File: config.mk
export PLATFORM = sky130hd
export DESIGN_NAME = image_uart_tx
export DESIGN_NICKNAME = d
export VERILOG_FILES = /design/src/rtl/downsample_pkg.sv /design/src/rtl/uart_tx_serializer.sv /design/src/rtl/image_uart_tx.sv
export SDC_FILE = /design/constraint.sdc
export NUM_CORES = 1
export LEC_CHECK = 0
export BUFFER_PORTS_ARGS = -buffer_cell sky130_fd_sc_hd__buf_4
export CAP_MARGIN = 20
export CORE_MARGIN = 1
export CORE_UTILIZATION = 40
export CTS_CLUSTER_SIZE = 30
export DETAILED_ROUTE_END_ITERATION = 16
export GPL_TIMING_DRIVEN = 0
export SLEW_MARGIN = 5
export SYNTH_ARGS = -nofsm -noshare
export SYNTH_HDL_FRONTEND = slang
export SYNTH_SLANG_ARGS = --single-unit
File: constraint.sdc
create_clock -name clock -period 2.25 [get_ports clock]
set_input_delay 0.3375 -clock clock [delete_from_list [all_inputs] [get_ports clock]]
set_output_delay 0.3375 -clock clock [all_outputs]
set_load 0.005 [all_outputs]
File: src/rtl/downsample_pkg.sv
// Types and UART framing constants shared by the image link's transmit and receive ends.
package downsample_pkg;

   localparam int   UART_DATA_BITS = 8;
   localparam logic UART_IDLE      = 1'b1;
   localparam logic UART_START     = 1'b0;

   typedef enum logic [2:0] {
      ST_IDLE,
      ST_FETCH,
      ST_WAIT_MEM,
      ST_START,
      ST_DATA,
      ST_STOP,
      ST_DONE
   } tx_state_t;

   typedef enum logic [1:0] {
      SER_IDLE,
      SER_START,
      SER_DATA,
      SER_STOP
   } ser_phase_t;

endpackage

File: src/rtl/uart_tx_serializer.sv
// 8N1 frame serializer: a load pulse drives the start bit on tx from the next edge.
// Each bit is held CLKS_PER_BIT clocks and no new load is taken until the stop bit ends.
module uart_tx_serializer
   import downsample_pkg::*;
#(
   parameter int CLKS_PER_BIT = 434
) (
   input  logic                      clock,
   input  logic                      reset_n,
   input  logic                      load,
   input  logic [UART_DATA_BITS-1:0] byte_in,
   output logic                      tx,
   output logic                      ser_busy,
   output logic                      ser_done,
   output logic                      ser_bit_end,
   output logic                      ser_last_bit
);

   localparam int BAUD_W = (CLKS_PER_BIT > 1) ? $clog2(CLKS_PER_BIT) : 1;
   localparam int BIT_W  = $clog2(UART_DATA_BITS);
   localparam logic [BAUD_W-1:0] BAUD_LAST = BAUD_W'(CLKS_PER_BIT - 1);
   localparam logic [BIT_W-1:0]  BIT_LAST  = BIT_W'(UART_DATA_BITS - 1);

   ser_phase_t                phase_q, phase_d;
   logic [BAUD_W-1:0]         baud_q, baud_d;
   logic [BIT_W-1:0]          bit_q, bit_d;
   logic [UART_DATA_BITS-1:0] shift_q, shift_d;
   logic                      tx_q, tx_d;

   assign ser_bit_end  = (baud_q == BAUD_LAST);
   assign ser_busy     = (phase_q != SER_IDLE);
   assign ser_done     = (phase_q == SER_STOP) && ser_bit_end;
   assign ser_last_bit = (phase_q == SER_DATA) && (bit_q == BIT_LAST);
   assign tx           = tx_q;

   // The baud counter reloads exactly at every bit boundary, so bit edges never drift.
   always_comb begin
      phase_d = phase_q;
      baud_d  = baud_q;
      bit_d   = bit_q;
      shift_d = shift_q;
      tx_d    = tx_q;
      case (phase_q)
         SER_IDLE: begin
            tx_d = UART_IDLE;
            if (load) begin
               phase_d = SER_START;
               shift_d = byte_in;
               baud_d  = '0;
               bit_d   = '0;
               tx_d    = UART_START;
            end
         end
         SER_START: begin
            if (ser_bit_end) begin
               phase_d = SER_DATA;
               baud_d  = '0;
               tx_d    = shift_q[0];
            end else begin
               baud_d = baud_q + BAUD_W'(1);
            end
         end
         SER_DATA: begin
            if (ser_bit_end) begin
               baud_d = '0;
               if (bit_q == BIT_LAST) begin
                  phase_d = SER_STOP;
                  tx_d    = UART_IDLE;
               end else begin
                  bit_d   = bit_q + BIT_W'(1);
                  shift_d = {1'b0, shift_q[UART_DATA_BITS-1:1]};
                  tx_d    = shift_q[1];
               end
            end else begin
               baud_d = baud_q + BAUD_W'(1);
            end
         end
         SER_STOP: begin
            if (ser_bit_end) begin
               phase_d = SER_IDLE;
               baud_d  = '0;
            end else begin
               baud_d = baud_q + BAUD_W'(1);
            end
         end
         default: phase_d = SER_IDLE;
      endcase
   end

   always_ff @(posedge clock or negedge reset_n) begin
      if (!reset_n) begin
         phase_q <= SER_IDLE;
         baud_q  <= '0;
         bit_q   <= '0;
         shift_q <= '0;
         tx_q    <= UART_IDLE;
      end else begin
         phase_q <= phase_d;
         baud_q  <= baud_d;
         bit_q   <= bit_d;
         shift_q <= shift_d;
         tx_q    <= tx_d;
      end
   end

endmodule

File: src/rtl/image_uart_tx.sv
// Streams NUM_BYTES bytes from the result RAM (address 0 upward) out as 8N1 UART frames.
// Each byte costs 10*CLKS_PER_BIT+2 clocks; start_transmit is ignored while a transfer runs.
module image_uart_tx
   import downsample_pkg::*;
#(
   parameter int CLKS_PER_BIT = 434,
   parameter int NUM_BYTES    = 16384,
   parameter int ADDR_W       = 14
) (
   input  logic              clock,
   input  logic              reset_n,
   input  logic              start_transmit,
   output logic [ADDR_W-1:0] mem_addr,
   output logic              mem_rd_en,
   input  logic [7:0]        mem_data,
   output logic              tx,
   output logic              tx_busy,
   output logic              tx_done
);

   localparam logic [ADDR_W-1:0] LAST_IDX = ADDR_W'(NUM_BYTES - 1);

   tx_state_t         state_q, state_d;
   logic [ADDR_W-1:0] idx_q, idx_d;
   logic [ADDR_W-1:0] mem_addr_q, mem_addr_d;
   logic              mem_rd_en_q, mem_rd_en_d;
   logic              tx_busy_q, tx_busy_d;
   logic              tx_done_q, tx_done_d;
   logic              load;
   logic              ser_busy, ser_done, ser_bit_end, ser_last_bit;

   assign mem_addr  = mem_addr_q;
   assign mem_rd_en = mem_rd_en_q;
   assign tx_busy   = tx_busy_q;
   assign tx_done   = tx_done_q;

   // Strobes are computed one state ahead so that they are registered yet line up with FETCH/DONE.
   always_comb begin
      state_d     = state_q;
      idx_d       = idx_q;
      mem_addr_d  = mem_addr_q;
      mem_rd_en_d = 1'b0;
      tx_busy_d   = tx_busy_q;
      tx_done_d   = 1'b0;
      load        = 1'b0;
      case (state_q)
         ST_IDLE: begin
            tx_busy_d = 1'b0;
            if (start_transmit) begin
               idx_d       = '0;
               mem_addr_d  = '0;
               mem_rd_en_d = 1'b1;
               tx_busy_d   = 1'b1;
               state_d     = ST_FETCH;
            end
         end
         ST_FETCH:    state_d = ST_WAIT_MEM;
         ST_WAIT_MEM: begin
            load    = 1'b1;
            state_d = ST_START;
         end
         ST_START: begin
            if (ser_busy && ser_bit_end) state_d = ST_DATA;
         end
         ST_DATA: begin
            if (ser_bit_end && ser_last_bit) state_d = ST_STOP;
         end
         ST_STOP: begin
            if (ser_done) begin
               if (idx_q == LAST_IDX) begin
                  state_d   = ST_DONE;
                  tx_done_d = 1'b1;
               end else begin
                  idx_d       = idx_q + ADDR_W'(1);
                  mem_addr_d  = idx_q + ADDR_W'(1);
                  mem_rd_en_d = 1'b1;
                  state_d     = ST_FETCH;
               end
            end
         end
         ST_DONE: begin
            tx_busy_d = 1'b0;
            state_d   = ST_IDLE;
         end
         default: state_d = ST_IDLE;
      endcase
   end

   always_ff @(posedge clock or negedge reset_n) begin
      if (!reset_n) begin
         state_q     <= ST_IDLE;
         idx_q       <= '0;
         mem_addr_q  <= '0;
         mem_rd_en_q <= 1'b0;
         tx_busy_q   <= 1'b0;
         tx_done_q   <= 1'b0;
      end else begin
         state_q     <= state_d;
         idx_q       <= idx_d;
         mem_addr_q  <= mem_addr_d;
         mem_rd_en_q <= mem_rd_en_d;
         tx_busy_q   <= tx_busy_d;
         tx_done_q   <= tx_done_d;
      end
   end

   uart_tx_serializer #(
      .CLKS_PER_BIT (CLKS_PER_BIT)
   ) u_ser (
      .clock        (clock),
      .reset_n      (reset_n),
      .load         (load),
      .byte_in      (mem_data),
      .tx           (tx),
      .ser_busy     (ser_busy),
      .ser_done     (ser_done),
      .ser_bit_end  (ser_bit_end),
      .ser_last_bit (ser_last_bit)
   );

endmodule

After elaboration in Yosys (flattened, before gate mapping). Index checks and enable logic that the tools add are counted. W data, S select, Z words.

Bits in registers: 43. Input port bits: 11. Output and inout port bits: 18. Logic and storage cells: 94.

Reductions and logical operators: 17. Muxes and demuxes: 41. $add $sub $neg: 3. Equal/unequal tests: 23.

Operators by type and width (number): $mux W14 (3); $pmux W14 S2 (1); $mux W3 (8); $mux W8 (3); $ne A2 B2 Y1 const B (11); $mux W9 (2); $pmux W3 S6 (1); $pmux W9 S2 (1); $pmux W8 S2 (1); $add A14 B1 Y14 const B (1); $eq A14 B14 Y1 const B (1); $eq A3 B3 Y1 const B (4); $reduce_and A4 Y1 (3); $mux W1 (11); $mux W2 (5); $add A9 B1 Y9 const B (1); $eq A9 B9 Y1 const B (1); $pmux W2 S4 (1); $reduce_bool A2 Y1 (4); $eq A3 B2 Y1 const B (2); $pmux W3 S2 (1); $reduce_and A5 Y1 (1); $eq A2 B2 Y1 const B (2); $logic_and A1 B1 Y1 (4); 10 further kinds (11).

Depth between registers and ports, before layout.
Word-level depth: 5. Depth in mapped cells: 8. Gate-level depth less buffers: 6.

Cells and area by module. Synthesis repeated with hierarchy kept, for this count alone.

Cell total of the unflattened synthesis: 258. Area, all modules: 2544.9 um^2.

Modules (own cells, without submodules): uart_tx_serializer (cells an instance 140, seq. area each 576.8 um^2, times used 1, area an instance 1425.1 um^2); image_uart_tx (cells an instance 118, seq. area each 500.5 um^2, times used 1, area an instance 1119.8 um^2).

Least setup slack after synthesis. No wires, ideal clock.

Kind: register to register. From: reg u_ser.baud_q[6]. To: reg u_ser.shift_q[1]. Cell stages (with the launch flop): 6. Clock period less this slack: 1.904 ns. Required time: 2.125 ns. Setup slack: 0.346 ns. Buffers on the path: 1. Arrival time: 1.779 ns. Library setup time: 0.125 ns. Cells stage by stage: dfrtp_1 or4b_1 nor4b_2 o21ai_1 buf_2 mux2_2.

Word-level cells in the longest chain between the ends: 3.

Ends and longest elaborated chain: from (decl) (RTL line uart_tx_serializer.sv:25) `logic [BAUD_W-1:0] baud_q, baud_d;`; from (signal assigned) (RTL line uart_tx_serializer.sv:99) `baud_q <= baud_d;`; $eq A9 B9 Y1 (RTL line uart_tx_serializer.sv:30) `assign ser_bit_end = (baud_q == BAUD_LAST);`; $ne A2 B2 Y1 (no line); $reduce_and A4 Y1 (no line); to (signal assigned) (RTL line uart_tx_serializer.sv:101) `shift_q <= shift_d;`; to (decl) (RTL line uart_tx_serializer.sv:27) `logic [UART_DATA_BITS-1:0] shift_q, shift_d;`.

No other way between the ends. A chain may end at the register's enable or synchronous reset.

Worst setup path in the final report.
From: reg state_q[1]. To: reg u_ser.baud_q[7].

Word-level cells in the longest chain between the ends: 3.

Ends and longest elaborated chain: from (decl) (RTL line image_uart_tx.sv:23) `tx_state_t state_q, state_d;`; from (signal assigned) (RTL line image_uart_tx.sv:98) `state_q <= state_d;`; $eq A3 B2 Y1 (RTL line image_uart_tx.sv:46) `case (state_q)`; $mux W1 (RTL line image_uart_tx.sv:46); $ne A2 B2 Y1 (no line).

No other way between the ends.

==> metrics.cfg <==
[layout]
area_growth_pct=17.3
n_fill_cell=573
n_antenna_cell=0
post-route-util_pct=49.4
final_nets=312
design_area_mm2=0.00296
multiInputGateArea_mm2=0.00134
register_area_mm2=0.00108
drive_gt1_share_pct=24.4
fin_cells=366

[setup_path]
crit_family=simple AND/OR/NAND/NOR gates
cp_slowest_cell=a2111oi_0
worst_ep_arrival_time_ps=2380
critPathKind=reg -> reg
reg2reg_slack_ps=60
cp-endpoint=u_ser.baud_q[7]
end_kind=register
r2r_end=u_ser.baud_q[7]
crit_start=state_q[1]
crit_cells=6
max_stage_delay_ps=610
critPathRequiredTime_ps=2440
path_max_fanout=10
start_kind=register
regToRegStartpoint=state_q[1]
path_cells=buf_2 -> or3b_2 -> buf_2 -> a2111oi_0 -> or3_1 -> a31oi_1
reg2reg_depth=6
cp.buffers_inverters=2
cpMostUsedCell=buf_2

[placed_design]
portBuffers=28
hpwlAfterDp_um=3910
gp_congestion=0.788
preCtsSetupSlack_ps=74.8
place_area_mm2=0.00283
dp_cells=358

[synthesis]
syn_area_per_cell_um2=9.89
ys_seq_area_share_pct=42.7
synth_edf_count=0
synth-seq-cells=43
synth_ff_type=dfrtp_1
syn_nets=277
postSynth.asyncResetShare_pct=100
yosysWarnings=0
syn_inst=255
syn_area_mm2=0.00252
synth.distinct_cells=55

[floorplan]
die_area_mm2=0.00663
dieWidth_um=81.4
start_util_pct=42.1
die_y_um=81.4
core_area_mm2=0.00599
pin_count=29
std_cell_rows=28

[detailed_routing]
drtIter0Drc=114
routed_wl_um=5480
via_per_inst=5.58
routedWlPerCell_um=15.0
remaining_drc_errors=0
vias=2042
firstDrtPassIters=4
antenna_left=0

[power_and_ir_drop]
power.switching_uw=315
power_density_mw_per_mm2=500
cellLeakagePower_nw=1.31
p_int_mw=1.16
seqPwrFrac_pct=52.8
p_sw_share_pct=21.3
ir_worst_vdd_uv=332
p_comb_share_pct=2.7
clkPwrFrac_pct=44.4
p_total_mw=1.48

[grt]
grt_util_all_layers_pct=18.3
grt_pass1_wl_um=9320
grt_max_degree=44
grt-ovfl-total=0
grt_pass1_vias=1928
antenna_found_initial=0

[clocking]
h-tree-depth=2
cts_buffer_depth=2
cts-root-buf=clkbuf_8
cts_setup_buffers=0
path_clk_slew_ps=90
numCtsBuffers=5
clk_latency_ps=310
clock-sinks=43
cts_tree=done

[sta]
whs_ps=10.9
period_share_pct=97.3
slew_headroom_pct=57.1
worst_slack_ps=61.3
hold_viol=0
max_freq_mhz=457
worstMarginPinSlew_ps=627
skew_ps=11.5
slew_violations=0
finalSetupViolCount=0
rsz0062_at_grt=false
fin_crit_ps=2190
tns_ps=0

[flow_run]
maxCapViolCount=0

[outcome]
outcome=complete, no violations

[worst_hold_path]
min-delay-path-class=in -> async

[cell usage after synthesis (all sizes together), types with 5 or more instances]
cell type	instances	area, um2
a21oi	10	50.1
a31oi	20	125
buf	7	40.0
clkbuf	6	22.5
dfrtp	42	1050
ha	11	138
inv	14	52.6
mux2	17	191
nand2	12	45.0
nand2b	5	31.3
nand3	11	67.6
nand4	6	37.5
nor2	13	48.8
nor3	8	40.0
o21ai	11	55.1
xnor2	5	43.8
[metal layers]
metal	global-route usage (%)	vias up	share of wire, %
met5	0	-	0
met4	6.07	0	1.3
met3	3.67	6	3.7
met2	27.3	42	45
met1	26.2	973	50
li1	-	1021	-
[cells in the final DEF (no fill, tap or decap), types with 4 or more instances in the layout]
cell type	instances
nand2b_1	5
nor2_1	13
dfrtp_1	42
mux2_2	17
o21ai_0	10
a21oi_1	10
nor2b_1	4
xnor2_1	5
buf_4	29
nand4_1	6
inv_1	14
ha_1	11
clkbuf_8	6
clkbuf_1	6
a31oi_1	20
nor4_1	4
nand3_1	10
buf_2	4
nor3_1	8
nand2_1	12
[layout make-up]
class	instances	share of cell area (%)
buffer	13	2.24
clock buffer	6	2.79
clock inverter	2	1.31
inverter	14	1.78
multi-input combinational	185	45.2
sequential	43	36.4
tap	75	3.17
timing repair buffer	28	7.10
[registers in the layout, summed over array words and instances (netlist names)]
signal,flops
u_ser.bit_q,3
u_ser.shift_q,8
u_ser.phase_q,2
tx_done,1
mem_addr,14
u_ser.tx,1
mem_rd_en,1
tx_busy,1
u_ser.baud_q,9
state_q,3
[worst min-delay path by stage]
stage | from | end | cells after the start
5_1_grt | reset_n | u_ser.baud_q[7] | 1
3_5_place_dp | reset_n | tx_busy | 1
6_report | reset_n | u_ser.baud_q[8] | 1
3_3_place_gp | reset_n | tx_busy | 1
4_1_cts | reset_n | mem_addr[3] | 1
2_1_floorplan | reset_n | mem_addr[0] | 0
[timing repair]
item                                   4_1_cts  5_1_grt
setup endpoints to repair                    0       11
gates resized for setup                      0        5
endpoints found under the hold margin        0        0
hold buffers                                 0        0
[power groups by stage]
stage,sequential (mW),clock (mW),combinational (mW)
final,0.782,0.657,0.0406
after global routing,0.782,0.701,0.0467
after CTS,0.782,0.673,0.0430
after detailed placement,0.797,0,0.0430
after global placement,0.797,0,0.0423
after floorplan,0.796,0,0.0120
[logic make-up after synthesis]
group           Yosys count  synth area share [%]
mux                      19                  8.38
flops                    43                  42.7
buf+inv                  27                  4.56
simple gates             82                  18.7
xor+xnor                  5                  1.74
fa+ha+maj                11                  5.46
compound gates           68                  18.5
(Power assumes the default switching activity.)
